[src/rtl/tadd_rr_sched_if.sv]
// Bundle between the round-robin scheduler, its requesters, the shared adder and the result consumer.
// master = scheduler side, slave = environment side (requesters, adder, consumer).
interface tadd_rr_sched_if #(
  parameter int NREQ  = 4,
  parameter int LANES = 4,
  parameter int WIDTH = 8
);
  localparam int IDW = ($clog2(NREQ) > 1) ? $clog2(NREQ) : 1;
  localparam int VW  = LANES * WIDTH;

  logic [NREQ-1:0]      req_valid;
  logic [NREQ-1:0]      req_ready;
  logic [NREQ*VW-1:0]   req_a;
  logic [NREQ*VW-1:0]   req_b;
  logic                 dp_en;
  logic [VW-1:0]        dp_a;
  logic [VW-1:0]        dp_b;
  logic [VW-1:0]        dp_y;
  logic                 rsp_valid;
  logic                 rsp_ready;
  logic [IDW-1:0]       rsp_id;
  logic [VW-1:0]        rsp_y;

  modport master (
    input  req_valid, req_a, req_b, dp_y, rsp_ready,
    output req_ready, dp_en, dp_a, dp_b, rsp_valid, rsp_id, rsp_y
  );

  modport slave (
    output req_valid, req_a, req_b, dp_y, rsp_ready,
    input  req_ready, dp_en, dp_a, dp_b, rsp_valid, rsp_id, rsp_y
  );
endinterface

[src/rtl/tadd_rr_sched.sv]
// Round-robin issue scheduler sharing one LANES x WIDTH vector adder among NREQ requesters.
// Requester tags ride a LAT-deep pipeline kept in lockstep with the adder through dp_en.
module tadd_rr_sched #(
  parameter int NREQ  = 4,
  parameter int LANES = 4,
  parameter int WIDTH = 8,
  parameter int LAT   = 1
) (
  input  logic            clock,
  input  logic            reset,
  tadd_rr_sched_if.master bus
);
  localparam int IDW = ($clog2(NREQ) > 1) ? $clog2(NREQ) : 1;
  localparam int VW  = LANES * WIDTH;

  logic [IDW-1:0]          ptr_q;
  logic [IDW-1:0]          ptr_d;
  logic [LAT-1:0]          tag_vld_q;
  logic [LAT-1:0]          tag_vld_d;
  logic [LAT-1:0][IDW-1:0] tag_id_q;
  logic [LAT-1:0][IDW-1:0] tag_id_d;

  logic                    stall_s;
  logic                    dp_en_s;
  logic                    found_s;
  logic                    fire_s;
  logic [IDW-1:0]          gidx_s;
  logic [IDW-1:0]          cand_s;
  logic [NREQ-1:0]         grant_s;

  // Arbitration, issue muxing, tag-pipeline next state and response outputs
  always_comb begin
    stall_s = tag_vld_q[LAT-1] & ~bus.rsp_ready;
    dp_en_s = reset & ~stall_s;

    found_s = 1'b0;
    gidx_s  = {IDW{1'b0}};
    cand_s  = {IDW{1'b0}};
    for (int k = 1; k <= NREQ; k++) begin
      cand_s = IDW'((int'(ptr_q) + k) % NREQ);
      if (!found_s && bus.req_valid[cand_s]) begin
        found_s = 1'b1;
        gidx_s  = cand_s;
      end else begin
        found_s = found_s;
        gidx_s  = gidx_s;
      end
    end

    grant_s = {NREQ{1'b0}};
    if (found_s) begin
      grant_s[gidx_s] = 1'b1;
    end else begin
      grant_s = {NREQ{1'b0}};
    end

    // A granted requester is always valid, so ready on it is the fire condition.
    fire_s = found_s & dp_en_s;

    if (found_s) begin
      bus.dp_a = bus.req_a[int'(gidx_s) * VW +: VW];
      bus.dp_b = bus.req_b[int'(gidx_s) * VW +: VW];
    end else begin
      bus.dp_a = {VW{1'b0}};
      bus.dp_b = {VW{1'b0}};
    end

    bus.req_ready = grant_s & {NREQ{dp_en_s}};
    bus.dp_en     = dp_en_s;
    bus.rsp_valid = tag_vld_q[LAT-1];
    bus.rsp_id    = tag_id_q[LAT-1];
    bus.rsp_y     = bus.dp_y;

    if (fire_s) begin
      ptr_d = gidx_s;
    end else begin
      ptr_d = ptr_q;
    end

    tag_vld_d = tag_vld_q;
    tag_id_d  = tag_id_q;
    if (dp_en_s) begin
      tag_vld_d[0] = fire_s;
      tag_id_d[0]  = gidx_s;
      for (int i = 1; i < LAT; i++) begin
        tag_vld_d[i] = tag_vld_q[i-1];
        tag_id_d[i]  = tag_id_q[i-1];
      end
    end else begin
      tag_vld_d = tag_vld_q;
      tag_id_d  = tag_id_q;
    end
  end

  // State registers; pointer resets to NREQ-1 so requester 0 wins first
  always_ff @(posedge clock) begin
    if (!reset) begin
      ptr_q     <= IDW'(NREQ - 1);
      tag_vld_q <= {LAT{1'b0}};
      tag_id_q  <= {(LAT*IDW){1'b0}};
    end else begin
      ptr_q     <= ptr_d;
      tag_vld_q <= tag_vld_d;
      tag_id_q  <= tag_id_d;
    end
  end
endmodule

[src/flat_wrapper.sv]
// flat-port wrapper written by rule: the top's interface ports become plain ports
module tadd_rr_sched_flat 
#(
  parameter int NREQ  = 4,
  parameter int LANES = 4,
  parameter int WIDTH = 8,
  parameter int LAT   = 1
)
  (clock, reset, bus_req_valid, bus_req_a, bus_req_b, bus_dp_y, bus_rsp_ready, bus_req_ready, bus_dp_en, bus_dp_a, bus_dp_b, bus_rsp_valid, bus_rsp_id, bus_rsp_y);
  tadd_rr_sched_if #(.NREQ(NREQ), .LANES(LANES), .WIDTH(WIDTH)) bus_i ();
  input  logic clock;
  input  logic reset;
  input wire logic [$bits(bus_i.req_valid)-1:0] bus_req_valid;
  input wire logic [$bits(bus_i.req_a)-1:0] bus_req_a;
  input wire logic [$bits(bus_i.req_b)-1:0] bus_req_b;
  input wire logic [$bits(bus_i.dp_y)-1:0] bus_dp_y;
  input wire logic [$bits(bus_i.rsp_ready)-1:0] bus_rsp_ready;
  output wire logic [$bits(bus_i.req_ready)-1:0] bus_req_ready;
  output wire logic [$bits(bus_i.dp_en)-1:0] bus_dp_en;
  output wire logic [$bits(bus_i.dp_a)-1:0] bus_dp_a;
  output wire logic [$bits(bus_i.dp_b)-1:0] bus_dp_b;
  output wire logic [$bits(bus_i.rsp_valid)-1:0] bus_rsp_valid;
  output wire logic [$bits(bus_i.rsp_id)-1:0] bus_rsp_id;
  output wire logic [$bits(bus_i.rsp_y)-1:0] bus_rsp_y;
  assign bus_i.req_valid = bus_req_valid;
  assign bus_i.req_a = bus_req_a;
  assign bus_i.req_b = bus_req_b;
  assign bus_i.dp_y = bus_dp_y;
  assign bus_i.rsp_ready = bus_rsp_ready;
  assign bus_req_ready = bus_i.req_ready;
  assign bus_dp_en = bus_i.dp_en;
  assign bus_dp_a = bus_i.dp_a;
  assign bus_dp_b = bus_i.dp_b;
  assign bus_rsp_valid = bus_i.rsp_valid;
  assign bus_rsp_id = bus_i.rsp_id;
  assign bus_rsp_y = bus_i.rsp_y;
  tadd_rr_sched #(.NREQ(NREQ), .LANES(LANES), .WIDTH(WIDTH), .LAT(LAT)) u_core (.clock(clock), .reset(reset), .bus(bus_i));
endmodule
[config.mk]
export PLATFORM = sky130hd
export DESIGN_NAME = tadd_rr_sched_flat
export DESIGN_NICKNAME = d
export VERILOG_FILES = /design/src/rtl/tadd_rr_sched_if.sv /design/src/rtl/tadd_rr_sched.sv /design/src/flat_wrapper.sv
export SDC_FILE = /design/constraint.sdc
export NUM_CORES = 1
export LEC_CHECK = 0
export ABC_AREA = 1
export ABC_CLOCK_PERIOD_IN_PS = 2650
export CELL_PAD_IN_SITES_DETAIL_PLACEMENT = 1
export CELL_PAD_IN_SITES_GLOBAL_PLACEMENT = 1
export CORE_UTILIZATION = 17
export DETAILED_ROUTE_END_ITERATION = 7
export GPL_TIMING_DRIVEN = 0
export PLACE_DENSITY = 0.88
export SYNTH_ARGS = -nofsm -noshare
export SYNTH_HDL_FRONTEND = slang
export SYNTH_SLANG_ARGS = --single-unit
[constraint.sdc]
create_clock -name clock -period 2.65 [get_ports clock]
set_clock_uncertainty 0.15 [all_clocks]
set_input_delay 0.265 -clock clock [delete_from_list [all_inputs] [get_ports clock]]
set_output_delay 0.265 -clock clock [all_outputs]
set_load 0.01 [all_outputs]
**After elaboration in Yosys (flattened, before gate mapping)**

Index checks and enable logic that the tools add are counted.

- Bits in registers: 5
- Output and inout bits: 104
- Logic and storage cells: 49
- Input bits: 295

- Magnitude comparators: 6
- Add/sub/neg operators: 4
- Reductions and logical operators: 7
- Shift-type cells: 2
- Mux-type cells: 21
- Bitwise operators: 6

Operators by type and width:

| cell | number |
|---|---|
| indexed part select 128 x 8 -> 32 bit | 2 |
| two-way mux 32 bit | 2 |
| < comparator 2 x 3 -> 1 bit (second input constant) | 5 |
| two-way mux 1 bit | 9 |
| binary-select mux 1 bit (select 2 bit) | 4 |
| two-way mux 2 bit | 4 |
| adder 2 x 1 -> 2 bit (second input constant) | 2 |
| adder 2 bit (second input constant) | 2 |
| AND 4 bit | 1 |
| logical AND 1 bit | 4 |
| two-way mux 4 bit | 1 |
| AND 1 bit | 3 |
| zero test 1 bit | 3 |
| demux 1 bit (select 2 bit) | 1 |
| >= comparator 2 x 1 -> 1 bit (second input constant) | 1 |
| NOT 1 bit | 2 |

**Logic depth before layout (Yosys ltp)**

Gate-level depths: netlist (run 1).

- Depth after elaboration: 19
- Gate-level depth with buffers: 16
- Gate-level depth less buffers: 13

**Worst setup path before layout (run 1)**

No wires, ideal clock.

- Path kind: register to output
- From: register u_core.ptr_q[0]
- To: output bus_dp_b[22]
- Setup slack: 538 ps
- Cell stages (with the launch flop): 16
- Required time: 2235 ps
- Buffers on the path: 3
- Data arrival time: 1697 ps
- Cell sequence: dfxtp_1 > buf_6 > inv_4 > nand2_1 > nand2_1 > nand2_1 > nand2_1 > nand2_1 > nand2_1 > nand2_2 > buf_2 > buf_2 > nand4_1 > nand3_1 > nand2_1 > nor2_1

- Cells in the longest elaborated chain, start to end: 15
- Elaborated cells between the ends (all ways): 28
- Classes of those cells: add/sub (4); shift (1); mux (17); reduce/logical (6)

RTL lines:

| what | RTL line | source |
|---|---|---|
| start, declared | tadd_rr_sched.sv:16 | `logic [IDW-1:0] ptr_q;` |
| start signal, assigned | tadd_rr_sched.sv:98 | `ptr_q <= IDW'(NREQ - 1);` |
| start signal, assigned | tadd_rr_sched.sv:102 | `ptr_q <= ptr_d;` |
| adder 2 x 1 -> 2 bit | tadd_rr_sched.sv:40 | `cand_s = IDW'((int'(ptr_q) + k) % NREQ);` |
| binary-select mux 1 bit (select 2 bit) | tadd_rr_sched.sv:41 | `if (!found_s && bus.req_valid[cand_s]) begin` |
| two-way mux 1 bit (implied by the code) | tadd_rr_sched.sv:41 |  |
| two-way mux 1 bit | tadd_rr_sched.sv:41 |  |
| zero test 1 bit | tadd_rr_sched.sv:41 |  |
| logical AND 1 bit | tadd_rr_sched.sv:41 |  |
| two-way mux 1 bit | tadd_rr_sched.sv:41 |  |
| zero test 1 bit | tadd_rr_sched.sv:41 |  |
| logical AND 1 bit | tadd_rr_sched.sv:41 |  |
| two-way mux 1 bit | tadd_rr_sched.sv:41 |  |
| zero test 1 bit | tadd_rr_sched.sv:41 |  |
| logical AND 1 bit | tadd_rr_sched.sv:41 |  |
| two-way mux 2 bit | tadd_rr_sched.sv:41 |  |
| indexed part select 128 x 8 -> 32 bit | tadd_rr_sched.sv:62 | `bus.dp_b = bus.req_b[int'(gidx_s) * VW +: VW];` |
| two-way mux 32 bit (*) | tadd_rr_sched.sv:60 | `if (found_s) begin` |
| end, declared | flat_wrapper.sv:21 | `output wire logic [$bits(bus_i.dp_b)-1:0] bus_dp_b;` |

Mark *: on every way between the ends. The rest lies on a longest branch, timed or not. The select of a mux whose other input is x is not followed.

**Final worst setup path (run 1)**

- From: register u_core.ptr_q[0]
- To: output bus_req_ready[0]

- Cells in the longest elaborated chain, start to end: 19
- Elaborated cells between the ends (all ways): 33
- Classes of those cells: add/sub (4); order compare (2); mux (19); bitwise (1); reduce/logical (7)

RTL lines:

| what | RTL line | source |
|---|---|---|
| adder 2 x 1 -> 2 bit | tadd_rr_sched.sv:40 |  |
| binary-select mux 1 bit (select 2 bit) | tadd_rr_sched.sv:41 |  |
| two-way mux 1 bit (implied by the code) | tadd_rr_sched.sv:41 |  |
| two-way mux 1 bit | tadd_rr_sched.sv:41 |  |
| zero test 1 bit | tadd_rr_sched.sv:41 |  |
| logical AND 1 bit | tadd_rr_sched.sv:41 |  |
| two-way mux 1 bit | tadd_rr_sched.sv:41 |  |
| zero test 1 bit | tadd_rr_sched.sv:41 |  |
| [... 3 more ...] | - |  |
| logical AND 1 bit | tadd_rr_sched.sv:41 |  |
| two-way mux 2 bit | tadd_rr_sched.sv:41 |  |
| < comparator 2 x 3 -> 1 bit (implied by the code) or >= comparator 2 x 1 -> 1 bit (tied branches) | tadd_rr_sched.sv:52 | `grant_s[gidx_s] = 1'b1;` |
| logical AND 1 bit (implied by the code) | tadd_rr_sched.sv:52 |  |
| two-way mux 1 bit (implied by the code) | tadd_rr_sched.sv:52 |  |
| demux 1 bit (select 2 bit) | - |  |
| two-way mux 4 bit (*) | tadd_rr_sched.sv:51 | `if (found_s) begin` |
| AND 4 bit (*) | tadd_rr_sched.sv:68 | `bus.req_ready = grant_s & {NREQ{dp_en_s}};` |
| end, declared | flat_wrapper.sv:18 | `output wire logic [$bits(bus_i.req_ready)-1:0] bus_req_ready;` |

Marked as above.

==> results.py, run 1 <==
metrics = {
    "yosys": {
        "synth_top_area_share_pct": 28.2,
        "yosysTopAreaCell": "nand2_1",
        "seq_area_frac_synth_pct": 2.54,
        "syn_inst": 836,
        "syn-num-nets": 1131,
        "syn_area_mm2": 0.00395,
        "synth_cell_types": 23,
        "ys_seq_elements": 5,
        "synth_warnings": 0,
        "ys_top_cells_by_area": "nand2_1 (28%), nand4_1 (20%), nor2_1 (13%)",
        "syn_area_per_cell_um2": 4.72,
    },
    "layout": {
        "layout_common_cells": "clkdlybuf4s50_1 (294), nand2_1 (192), nand4_1 (129)",
        "diodes": 0,
        "fin_cells": 1539,
        "layout.nets": 1550,
        "final_common_cell": "clkdlybuf4s50_1",
        "drive_above_1_share_pct": 36.4,
        "fin_util_pct": 43.0,
        "design_area_mm2": 0.00977,
        "syn2layout_area_growth_pct": 147,
    },
    "power_and_ir_drop": {
        "p_total_uw": 17300,
        "swShare_pct": 54.3,
        "internal_power_uw": 7880,
        "combPwrFrac_pct": 97.8,
        "p_leak_uw": 0.00498,
        "p_per_area_mw_per_mm2": 1770,
        "power_switching_uw": 9380,
        "vdd_drop_max_mv": 0.578,
        "p_seq_share_pct": 0.7,
        "p_clk_share_pct": 1.4,
    },
    "clocking": {
        "postCtsHoldBufs": 0,
        "cts_tree": "built",
        "cts.reportedPaths.clkPinSlew_ns": 0.03,
        "clkSinkCount": 5,
        "cts_max_path_buffers": 2,
        "clk_latency_ns": 0.23,
        "h-tree-depth": 1,
        "cts_buffers": 3,
        "cts_root_buffer": "clkbuf_16",
    },
    "worst_setup_path": {
        "reg2reg_slack_ns": 0.46,
        "reg2reg_from": "u_core.ptr_q[0]",
        "critPathArrivalTime_ns": 2.32,
        "crit_path_max_fanout": 6,
        "worstSetupPathType": "flip-flop to output port",
        "crit_path_start_kind": "flip-flop",
        "worstSetupEndpointType": "output port",
        "ff2ff_path_depth": 13,
        "startpoint": "u_core.ptr_q[0]",
        "cpMostUsedCell": "buf_6",
        "required_ns": 2.24,
        "r2r_end": "u_core.bus.rsp_id[0]",
        "crit_path_max_incr_delay_ns": 0.33,
        "cp_slowest_cell": "dfxtp_2",
        "cp-endpoint": "bus_req_ready[0]",
        "worstPathCellList": "buf_6 > inv_8 > nand2_1 > nand2_2 > nand2_2 > nand2_4 > buf_4 > nand3_1 > nand2_2 > inv_2 > nand2_4 > buf_12 > buf_8 > buf_6 > buf_4 > buf_6 > nor2_4 > buf_6",
    },
    "detailed_routing": {
        "postRouteAntennaNets": 0,
        "drtIter0Drc": 334,
        "via_per_inst": 4.79,
        "wire_per_inst_um": 19.5,
        "first_pass_iters": 5,
        "wl_um": 30000,
        "num_vias": 7369,
        "wl_met3_um": 1340,
        "drcViolationCount": 0,
        "drt-met1-wl_um": 12200,
        "topRoutingLayerUsed": "met4",
        "route.met2.wl_um": 15700,
    },
    "timing": {
        "holdWs_ns": 0.344,
        "fmax_mhz": 365,
        "drv_slew": 0,
        "worst_pin_slew_ns": 0.435,
        "relSlewSlack_pct": 71.0,
        "min_period_ns": 2.74,
        "finalHoldViolCount": 0,
        "setup_viol": 63,
        "fin_crit_sh_pct": 103,
        "setup_slack_ns": -0.0873,
        "rsz0062_at_grt": "true",
    },
    "place": {
        "dpl_cell_area_mm2": 0.00797,
        "placed_cells": 1487,
        "hpwl_um": 21700,
        "port_buffers": 366,
        "globalplace.congestion": 0.926,
    },
    "global_route": {
        "grt_pass1_wl_um": 42900,
        "overflow": 0,
        "track_usage_pct": 23.1,
        "grt_antenna_before_repair": 0,
        "first_global_vias": 7623,
        "grt_max_degree": 11,
    },
    "floorplan": {
        "start_util_pct": 17.4,
        "num_rows": 55,
        "ioPinCount": 399,
        "die_w_um": 154,
        "die_area_mm2": 0.0238,
        "core-area_mm2": 0.0227,
        "die_h_um": 154,
    },
    "run": {
        "cap_violations": 0,
    },
    "hold_path": {
        "hold_start": "u_core.bus.rsp_id[1]",
        "hp-class": "flip-flop to flip-flop",
    },
    "outcome": {
        "outcome": "finished, violations left",
        "violations": "negative setup slack",
    },
}
-- critical path: cells and delay by family (launching register included) --
kind                   cells  cell delay (ns)
flip-flops                 1             0.33
buffers and inverters     10             1.12
AND/OR/NAND/NOR            8             0.62
-- timing repair --
| action | CTS | global route |
|---|---|---|
| buffers inserted | 35 | 6 |
| cloned | 12 | 3 |
| gates resized for setup | 548 | 161 |
| pin swaps | 73 | 71 |
| setup endpoints to repair | 68 | 68 |
-- worst min-delay path by stage --
stage | endpoint | cells past startpoint | slack (ns)
floorplan | u_core.ptr_q[0] | 1 | 0.22
global placement | u_core.bus.rsp_id[1] | 2 | 0.31
detailed placement | u_core.bus.rsp_id[1] | 2 | 0.32
CTS | u_core.bus.rsp_id[1] | 2 | 0.34
global route | u_core.bus.rsp_id[1] | 2 | 0.38
finish | u_core.bus.rsp_id[1] | 2 | 0.34
-- state kept, by name (all words and copies together) (netlist names) --
| signal | flops |
|---|---|
| u_core.bus.rsp_id | 2 |
| u_core.bus.rsp_valid | 1 |
| u_core.ptr_q | 2 |
-- layout make-up --
| class | count | area (um2) |
|---|---|---|
| Tap cell | 285 | 357 |
| Sequential cell | 5 | 101 |
| Inverter | 78 | 305 |
| Fill cell | 2912 | 12900 |
| Multi-Input combinational cell | 642 | 3700 |
| Timing Repair Buffer | 419 | 4090 |
| Clock buffer | 4 | 78.8 |
| Buffer | 106 | 1130 |
-- cells in the mapped netlist --
cell type / instances
buf_4: 43
buf_2: 52
nor2_2: 1
nand3_2: 2
inv_4: 1
buf_6: 4
nor2_4: 1
clkbuf_1: 11
o21ai_0: 3
dfxtp_1: 5
o21a_1: 1
inv_1: 52
a21oi_1: 2
nand2_2: 3
clkinv_1: 3
nor2_1: 132
nand3_1: 70
nand3_4: 1
buf_1: 1
nand2_1: 296
inv_2: 22
nand4_1: 129
o211ai_1: 1
-- metal layers --
metal	track usage, %	vias to the layer above
met5	0	-
met4	4.24	0
met3	2.44	49
met2	43.6	265
met1	28.1	3551
li1	-	3504
-- per-stage QoR --
| step | setup WS, ns | setup TNS, ns |
|---|---|---|
| 2_1_floorplan | 0.538 | 0 |
| 3_3_place_gp | -0.886 | -47.54 |
| 3_5_place_dp | -0.888 | -49.52 |
| 4_1_cts | -0.115 | -1.86 |
| 5_1_grt | -0.254 | -11.40 |
| 6_report | -0.0873 | -1.97 |
-- logic make-up after synthesis --
group | count (synthesis) | share of synthesized area, %
simple gates | 635 | 71.9
buf+inv | 189 | 24.5
compound gates | 7 | 1.01
flops | 5 | 2.54
-- power groups by stage --
stage | Combinational, uW | Sequential (uW) | Clock [uW]
after floorplan | 6920 | 132 | 0
after global placement | 12600 | 122 | 0
after detailed placement | 12800 | 123 | 0
after CTS | 15600 | 127 | 253
after global routing | 18100 | 131 | 261
final | 16900 | 128 | 249
No activity file was read; power rests on OpenSTA's default activity.
==> run 2, diff against run 1 <==
--- a/config.mk
+++ b/config.mk
@@ -13,6 +13,7 @@
 export DETAILED_ROUTE_END_ITERATION = 7
 export GPL_TIMING_DRIVEN = 0
 export PLACE_DENSITY = 0.88
+export RECOVER_POWER = 100
 export SYNTH_ARGS = -nofsm -noshare
 export SYNTH_HDL_FRONTEND = slang
 export SYNTH_SLANG_ARGS = --single-unit
==> run 2 against run 1 <==
Effect of this change:
- the flow still finishes with violations (negative setup slack)
- flip-flop and latch count unchanged
- setup slack got worse by 0.0015 ns
- die area stayed put
- total power about the same
- global-route usage did not move
- cell area is the same
- final cell count did not move
- via count rose by 0.64%
- first-iteration DRC count increased by 6.9%
- critical path type unchanged
==> results.py, run 2 (same netlist as run 1, synthesis figures left out) <==
metrics = {
    "worst_setup_path": {
        "reg2reg_slack_ns": 0.46,
        "critPathArrivalTime_ns": 2.32,
        "worstSetupEndpointType": "output port",
        "crit_path_max_incr_delay_ns": 0.33,
        "startpoint": "u_core.ptr_q[0]",
        "required_ns": 2.24,
        "ff2ff_path_depth": 13,
        "cp_slowest_cell": "dfxtp_2",
        "cpMostUsedCell": "buf_6",
        "r2r_end": "u_core.bus.rsp_id[0]",
        "worstPathCellList": "buf_6 > inv_8 > nand2_1 > nand2_2 > nand2_2 > nand2_4 > buf_4 > nand3_1 > nand2_2 > inv_2 > nand2_4 > buf_12 > buf_8 > buf_6 > buf_4 > buf_6 > nor2_4 > buf_6",
        "reg2reg_from": "u_core.ptr_q[0]",
        "worstSetupPathType": "flip-flop to output port",
        "crit_path_max_fanout": 6,
        "crit_path_start_kind": "flip-flop",
    },
    "floorplan": {
        "die_w_um": 154,
        "die_h_um": 154,
        "num_rows": 55,
        "core-area_mm2": 0.0227,
        "die_area_mm2": 0.0238,
        "start_util_pct": 17.4,
        "ioPinCount": 399,
    },
    "timing": {
        "worst_pin_slew_ns": 0.436,
        "setup_slack_ns": -0.0888,
        "fin_crit_sh_pct": 103,
        "relSlewSlack_pct": 71.0,
        "rsz0062_at_grt": "true",
        "setup_viol": 63,
        "min_period_ns": 2.74,
        "drv_slew": 0,
        "finalHoldViolCount": 0,
        "fmax_mhz": 365,
    },
    "layout": {
        "final_common_cell": "clkdlybuf4s50_1",
        "layout_common_cells": "clkdlybuf4s50_1 (259), nand2_1 (192), nand4_1 (129)",
        "drive_above_1_share_pct": 36.4,
        "fin_cells": 1539,
        "layout.nets": 1550,
        "seq_area_um2": 101,
        "multi_input_area_mm2": 0.00370,
        "design_area_mm2": 0.00977,
        "diodes": 0,
        "syn2layout_area_growth_pct": 147,
        "n_fill_cell": 2912,
    },
    "detailed_routing": {
        "num_vias": 7416,
        "wl_um": 30000,
        "wire_per_inst_um": 19.5,
        "drcViolationCount": 0,
        "postRouteAntennaNets": 0,
        "via_per_inst": 4.82,
        "first_pass_iters": 5,
        "drtIter0Drc": 357,
    },
    "clocking": {
        "clk_latency_ns": 0.23,
        "cts_buffers": 3,
        "postCtsHoldBufs": 0,
        "h-tree-depth": 1,
        "cts_root_buffer": "clkbuf_16",
        "cts_max_path_buffers": 2,
        "clkSinkCount": 5,
        "cts.reportedPaths.clkPinSlew_ns": 0.03,
        "cts_tree": "built",
    },
    "place": {
        "port_buffers": 366,
        "dpl_cell_area_mm2": 0.00797,
        "globalplace.congestion": 0.926,
        "placed_cells": 1487,
        "hpwl_um": 21700,
    },
    "hold_path": {
        "min_path_cells": 2,
        "hp-class": "flip-flop to flip-flop",
        "min_delay_worst_endpoint": "u_core.bus.rsp_id[1]",
        "hold_start": "u_core.bus.rsp_id[1]",
    },
    "outcome": {
        "violations": "negative setup slack",
        "outcome": "finished, violations left",
    },
    "global_route": {
        "grt_antenna_before_repair": 1,
        "grt_max_degree": 11,
        "grt_pass1_wl_um": 42900,
        "overflow": 0,
        "first_global_vias": 7623,
        "track_usage_pct": 23.1,
    },
    "power_and_ir_drop": {
        "p_total_uw": 17300,
        "p_per_area_mw_per_mm2": 1770,
        "p_leak_uw": 0.00499,
        "vdd_drop_max_mv": 0.578,
    },
    "run": {
        "cap_violations": 0,
    },
}
-- run 2: layer usage --
| layer | up-vias | GRT usage (%) | wire, um |
|---|---|---|---|
| met1 | 3585 | 28.1 | 12200 |
| met4 | 2 | 4.24 | 663 |
| met3 | 53 | 2.44 | 1320 |
| met2 | 272 | 43.6 | 15800 |
| met5 | - | 0 | 11 |
| li1 | 3504 | - | - |
-- run 2: worst max path at each step --
stage | slack, ns | cells after the start | endpoint
4_1_cts | -0.12 | 19 | bus_dp_b[24]
2_1_floorplan | 0.54 | 15 | bus_dp_b[22]
3_5_place_dp | -0.89 | 14 | bus_dp_a[8]
6_report | -0.09 | 18 | bus_req_ready[0]
5_1_grt | -0.25 | 17 | bus_dp_b[31]
3_3_place_gp | -0.89 | 14 | bus_dp_b[31]
-- run 2: repair_timing --
action | in CTS | in global routing
endpoints found under the setup margin | 68 | 68
cloned | 12 | 3
pin swaps | 73 | 71
setup buffers | 35 | 6
resized for setup | 548 | 161
-- run 2: cell type report --
class	instances	share of cell area (%)
plain buffers	106	11.6
clock buffers	4	0.807
inverters	78	3.13
multi-input cells	642	37.9
flip-flops and latches	5	1.04
well taps	285	3.65
repair buffers	419	41.9
-- run 2: per-stage QoR --
step | hold slack [ns] | utilization [%] | TNS, ns | worst slack, ns
detailed placement | 0.324 | 35.1 | -49.52 | -0.888
global route | 0.377 | 43.0 | -11.40 | -0.254
floorplan | 0.215 | - | 0 | 0.538
CTS | 0.336 | 40.6 | -1.86 | -0.115
global placement | 0.308 | 35.1 | -47.54 | -0.886
finish | 0.341 | 43.0 | -2.01 | -0.0888
-- run 2: where the power goes --
group / switching [uW] / internal [uW] / leakage [uW]
logic: 9320 / 7560 / 0.00491
clock network: 49.8 / 199 / 0.0000382
registers: 18.1 / 109 / 0.0000414
-- run 2: critical path, delay by kind of cell, from the launching register on --
kind,cells,cell delay (ns)
AND/OR/NAND/NOR,8,0.62
buffers and inverters,10,1.12
flip-flops,1,0.33
==> patch 1 (settings of run 2) <==
`LAT` is set to 1 in 2 places; all go to 2.
--- a/src/rtl/tadd_rr_sched.sv
+++ b/src/rtl/tadd_rr_sched.sv
@@ -6,3 +6,3 @@
   parameter int WIDTH = 8,
-  parameter int LAT   = 1
+  parameter int LAT   = 2
 ) (
--- a/src/flat_wrapper.sv
+++ b/src/flat_wrapper.sv
@@ -6,3 +6,3 @@
   parameter int WIDTH = 8,
-  parameter int LAT   = 1
+  parameter int LAT   = 2
 )
Behaviour: not the same (Yosys sat finds a counterexample within 4 cycles, from zero or initial values and one cycle with reset low).
==> patch 1 against run 2 <==
- the run ends with design-rule violations, negative setup slack left
- setup slack worse by 0.043 ns
- area after synthesis down 2.7%
- global-route usage down 1.9 points
- sequential cell count up 3
- first-iteration DRC count down 23%
- cell area down 9.7%
- utilization down 2.9 points
- wire length down 12%
- total power down 12%
- largest cell class unchanged
- highest routed layer is now met4
==> patch 1: results (changes against run 2) <==
[run_status]
status=complete, but fails checks
violations=design-rule violations, negative setup slack

[logic_synthesis]
yosys_warnings=0  ; unchanged
synthTopCellsByCount=nand2_1 (295), nor2_1 (197), inv_1 (75)
synth_seq_area_share=0.0417  ; +0.0163
synth_nets=1125  ; -0.53%
netlist_instances=830  ; -0.72%
synth.distinct_cells=24  ; +4.3%
synth_area_leaders=nand2_1 (29%), nor2_1 (19%), nand4_1 (11%)

[grt]
antenna_found_initial=0  ; -1
grt_pass1_wl_um=39000  ; -9.1%
grt_pass1_vias=7024  ; -7.9%
grt_util_all_layers=0.212  ; -0.0188

[routing]
drt_first_pass_iters=7  ; +2
remaining_drc_errors=25  ; +25
num_vias=6819  ; -8.1%
detail_route.iter0.violations=276  ; -23%
post_drt_wl_per_cell_um=17.4  ; -11%

[power]
p_leak_nw=4.52  ; -9.5%
intPower_mw=6.76  ; -14%
ir_worst_vdd_uv=744  ; +29%

[critical_path]
worst_ep_arrival_time_ns=2.37  ; +0.05 ns
r2r_slack_ns=0.52  ; +0.06 ns
crit_fanout=5  ; -1

[cells_and_area]
fin_cells=1511  ; -1.8%
n_antenna_cell=0  ; unchanged
layout-drive-gt1-share=0.259  ; -0.105

[placed_design]
hpwl_um=20600  ; -5.4%
preCtsSetupSlack_ns=-0.890  ; -0.00194 ns
dp.cells=1476  ; -0.74%
place.gp.congestion=0.845  ; -8.8%
post_dp_cell_area_um2=7850  ; -1.4%

[sta]
fin_ws_ns=-0.132  ; -0.0431 ns
whs_ns=0.321  ; -0.0199 ns
tns_ns=-3.19  ; -1.18 ns
setup_violations=57  ; -9.5%
worst_pin_slew_ns=0.573  ; +0.137 ns

[clock_network]
clock_latency_ns=0.23  ; about the same
root_buffer=clkbuf_16
htree_levels=1  ; unchanged

-- patch 1: cell types whose count changed in the layout (fill, tap and decap cells not counted), moves of 7 or more --
| cell | change |
|---|---|
| buf_6 | -14 |
| buf_12 | -7 |
| buf_8 | -10 |
| nand2_4 | -14 |
| nand3_2 | -25 |
| inv_2 | -25 |
| nand3_1 | +28 |
| clkbuf_2 | +8 |
| nor2_1 | +73 |
| inv_1 | +28 |
| nand2_1 | +46 |
| nand2_2 | -35 |
| nand4_1 | -64 |
-- patch 1: critical path, stage by stage (launching register included) --
cell       delay, ns
dfxtp_2         0.34
buf_6           0.14
nand2_1         0.11
nand2_4         0.13
nand2_4         0.06
nand2_4         0.09
clkinv_2        0.08
nand3_4         0.11
nand3_4         0.13
buf_12          0.17
clkbuf_16       0.16
clkbuf_16       0.17
nor2_2          0.09
nor2_1          0.06
nor2_2          0.14
buf_2           0.15
-- patch 1: power by group through the flow --
stage | combinational, mW | sequential, mW | clock, mW
after floorplan | 6.89 | 0.187 | 0
after global placement | 12.5 | 0.192 | 0
after detailed placement | 12.8 | 0.194 | 0
after CTS | 13.9 | 0.206 | 0.256
after global routing | 16.0 | 0.210 | 0.260
final | 14.6 | 0.206 | 0.255
-- patch 1: final timing paths --
| check | from | to | cells after the start |
|---|---|---|---|
| worst max register to register | u_core.ptr_q[0] | u_core.tag_id_q[0] | 12 |
| worst min-delay path | u_core.bus.rsp_id[0] | u_core.bus.rsp_id[0] | 2 |
| worst max-delay path | u_core.ptr_q[0] | bus_dp_a[3] | 15 |
| worst min register to register | u_core.bus.rsp_id[0] | u_core.bus.rsp_id[0] | 2 |
-- patch 1: layout make-up --
| type | count | area, um2 |
|---|---|---|
| clock buffer | 3 | 75.1 |
| fill | 2888 | 13100 |
| tap | 280 | 350 |
| timing repair buffer | 401 | 3840 |
| multi-input combinational | 644 | 3180 |
| sequential | 8 | 165 |
| inverter | 80 | 314 |
| buffer | 95 | 891 |
-- patch 1: what timing repair did --
action / CTS / global route
gates cloned: 6 / 4
hold buffers: 0 / 0
pin swaps: 34 / 28
gates resized for setup: 455 / 62
endpoints found under the setup margin: 68 / 68
setup buffers: 17 / 9
-- patch 1: cells by family (layout without fill, tap and decap cells) --
logic type             Yosys count  after routing  share of synthesized area
buffers and inverters          178            579                      0.250
AO/OA/AOI/OAI                   10             10                     0.0140
flip-flops                       8              8                     0.0417
AND/OR/NAND/NOR                634            634                      0.694
-- patch 1: layer usage --
| layer | global-route usage | routed length, um |
|---|---|---|
| met3 | 0.0267 | 1480 |
| met5 | 0 | 0 |
| met4 | 0.0428 | 405 |
| met2 | 0.412 | 14100 |
| met1 | 0.245 | 10300 |
==> patch 2 (settings of run 2) <==
Made on the original files. Make the reset (`reset`) asynchronous in one clocked block.
--- a/src/rtl/tadd_rr_sched.sv
+++ b/src/rtl/tadd_rr_sched.sv
@@ -95,3 +95,3 @@
   // State registers; pointer resets to NREQ-1 so requester 0 wins first
-  always_ff @(posedge clock) begin
+  always_ff @(posedge clock or negedge reset) begin
     if (!reset) begin
Check against the original RTL: differs if reset is asserted again (counterexample within 4 cycles, from zero or initial values and one cycle with reset low); with reset held inactive, the same outputs for 10 cycles.
==> patch 2 against run 2 <==
- the flow still finishes with violations (negative setup slack)
- hold slack got worse by 0.15 ns
- setup slack got worse by 0.30 ns
- wire length rose by 3.2%
- sequential share of layout area rose by 0.25 points
- non-clock buffer count fell by 13
- register-to-register slack got worse by 0.18 ns
- sequential cell count did not move
- cell area rose by 1.4%
- die area rose by 10%
- area after synthesis rose by 11%
Power is left out: the tool's default activity adds up to more than one toggle a clock period on the data nets, which glitch-free logic cannot reach.
==> patch 2: results (changes against run 2) <==
[run_status]
status=complete, but fails checks
violations=negative setup slack

[critical_path]
worst_ep_arrival_time_ns=2.62  ; +0.30 ns
worst_path_max_delay_cell=dfstp_2
crit_fanout=10  ; +4

[placed_design]
place.gp.congestion=0.852  ; -8.0%
portBuffers=366  ; unchanged
hpwl_um=22700  ; +4.7%
preCtsSetupSlack_ns=-0.909  ; -0.0205 ns

[logic_synthesis]
ys_async_sr_fraction=1.00  ; +1.00
synth_seq_area_share=0.0292  ; +0.00387
syn_area_per_cell_um2=4.89  ; +3.7%
yosys_warnings=0  ; unchanged
synth.distinct_cells=21  ; -8.7%
synth_nets=1187  ; +5.0%
ys.flop_type=dfrtp_1
synthTopCellsByCount=inv_1 (264), nand2_1 (162), nand3_1 (134)

[grt]
grt_pass1_wl_um=43400  ; +1.3%
grt_util_all_layers=0.212  ; -0.0190
antenna_found_initial=2  ; +1

[routing]
drt_first_pass_iters=4  ; -1
post_drt_wl_per_cell_um=19.0  ; -2.7%
detail_route.iter0.violations=350  ; -2.0%
num_vias=7575  ; +2.1%
viasPerCell=4.64  ; -3.7%

[sta]
worst_pin_slew_ns=0.451  ; +0.0152 ns
tns_ns=-21.65  ; -19.64 ns
fin_ws_ns=-0.388  ; -0.299 ns
setup_violations=68  ; +7.9%

[min_path]
hold_path_class=primary input to asynchronous set/reset pin

[cells_and_area]
layout-drive-gt1-share=0.277  ; -0.0875

## patch 2: worst paths after layout
check	startpoint	to	slack [ns]	cells past startpoint
hold / removal	reset	u_core.bus.rsp_id[0]	0.19	1
setup reg to reg	u_core.ptr_q[0]	u_core.bus.rsp_id[0]	0.28	14
hold reg to reg	u_core.bus.rsp_id[0]	u_core.bus.rsp_id[0]	0.40	2
min in group clock	u_core.bus.rsp_id[0]	u_core.bus.rsp_id[0]	0.40	2
setup / recovery	u_core.ptr_q[0]	bus_dp_b[10]	-0.39	15
max in group asynchronous	reset	u_core.ptr_q[0]	1.89	1
## patch 2: layout make-up
type                    count  area [um2]
diodes                      2        5.00
plain buffers             108        1140
clock buffers               4        78.8
fillers                  3234       15300
inverters                 270        1040
multi-input cells         508        3120
flip-flops and latches      5         128
well taps                 330         413
repair buffers            404        3980
repair inverters            1        8.76
## patch 2: worst max-delay path: cells and delay by family (launching register included)
kind / cells / cell delay (ns)
simple gates: 8 / 0.78
flops: 1 / 0.54
compound gates: 1 / 0.18
buf+inv: 6 / 0.87
## patch 2: cell families (layout without fill, tap and decap cells)
| logic type | count (synthesis) | in the layout | synth area share |
|---|---|---|---|
| other | 0 | 2 | 0 |
| buffers and inverters | 379 | 787 | 0.392 |
| and+or+nand+nor | 437 | 437 | 0.496 |
| AOI/OAI and AO/OA | 71 | 71 | 0.0823 |
| DFF | 5 | 5 | 0.0292 |
## patch 2: what timing repair did
| action | CTS | global route |
|---|---|---|
| pin swaps | 42 | 38 |
| setup endpoints to repair | 68 | 68 |
| setup buffers | 18 | 4 |
| gates resized for setup | 449 | 131 |
| gates cloned | 6 | 11 |
## patch 2: metal layers
layer  GRT usage  up-vias  routed length [um]
met3      0.0276       52                1640
li1            -     3608                   -
met2       0.382      314               15900
met5           0        -                   0
met4      0.0703        0                 816
met1       0.256     3601               12600
## patch 2: stage by stage
step / area, um2 / utilization
final: 9910 / 0.393
after global routing: 9910 / 0.393
after CTS: 9170 / 0.364
after detailed placement: 8440 / 0.335
after global placement: 8440 / 0.335
after floorplan: 4370 / -
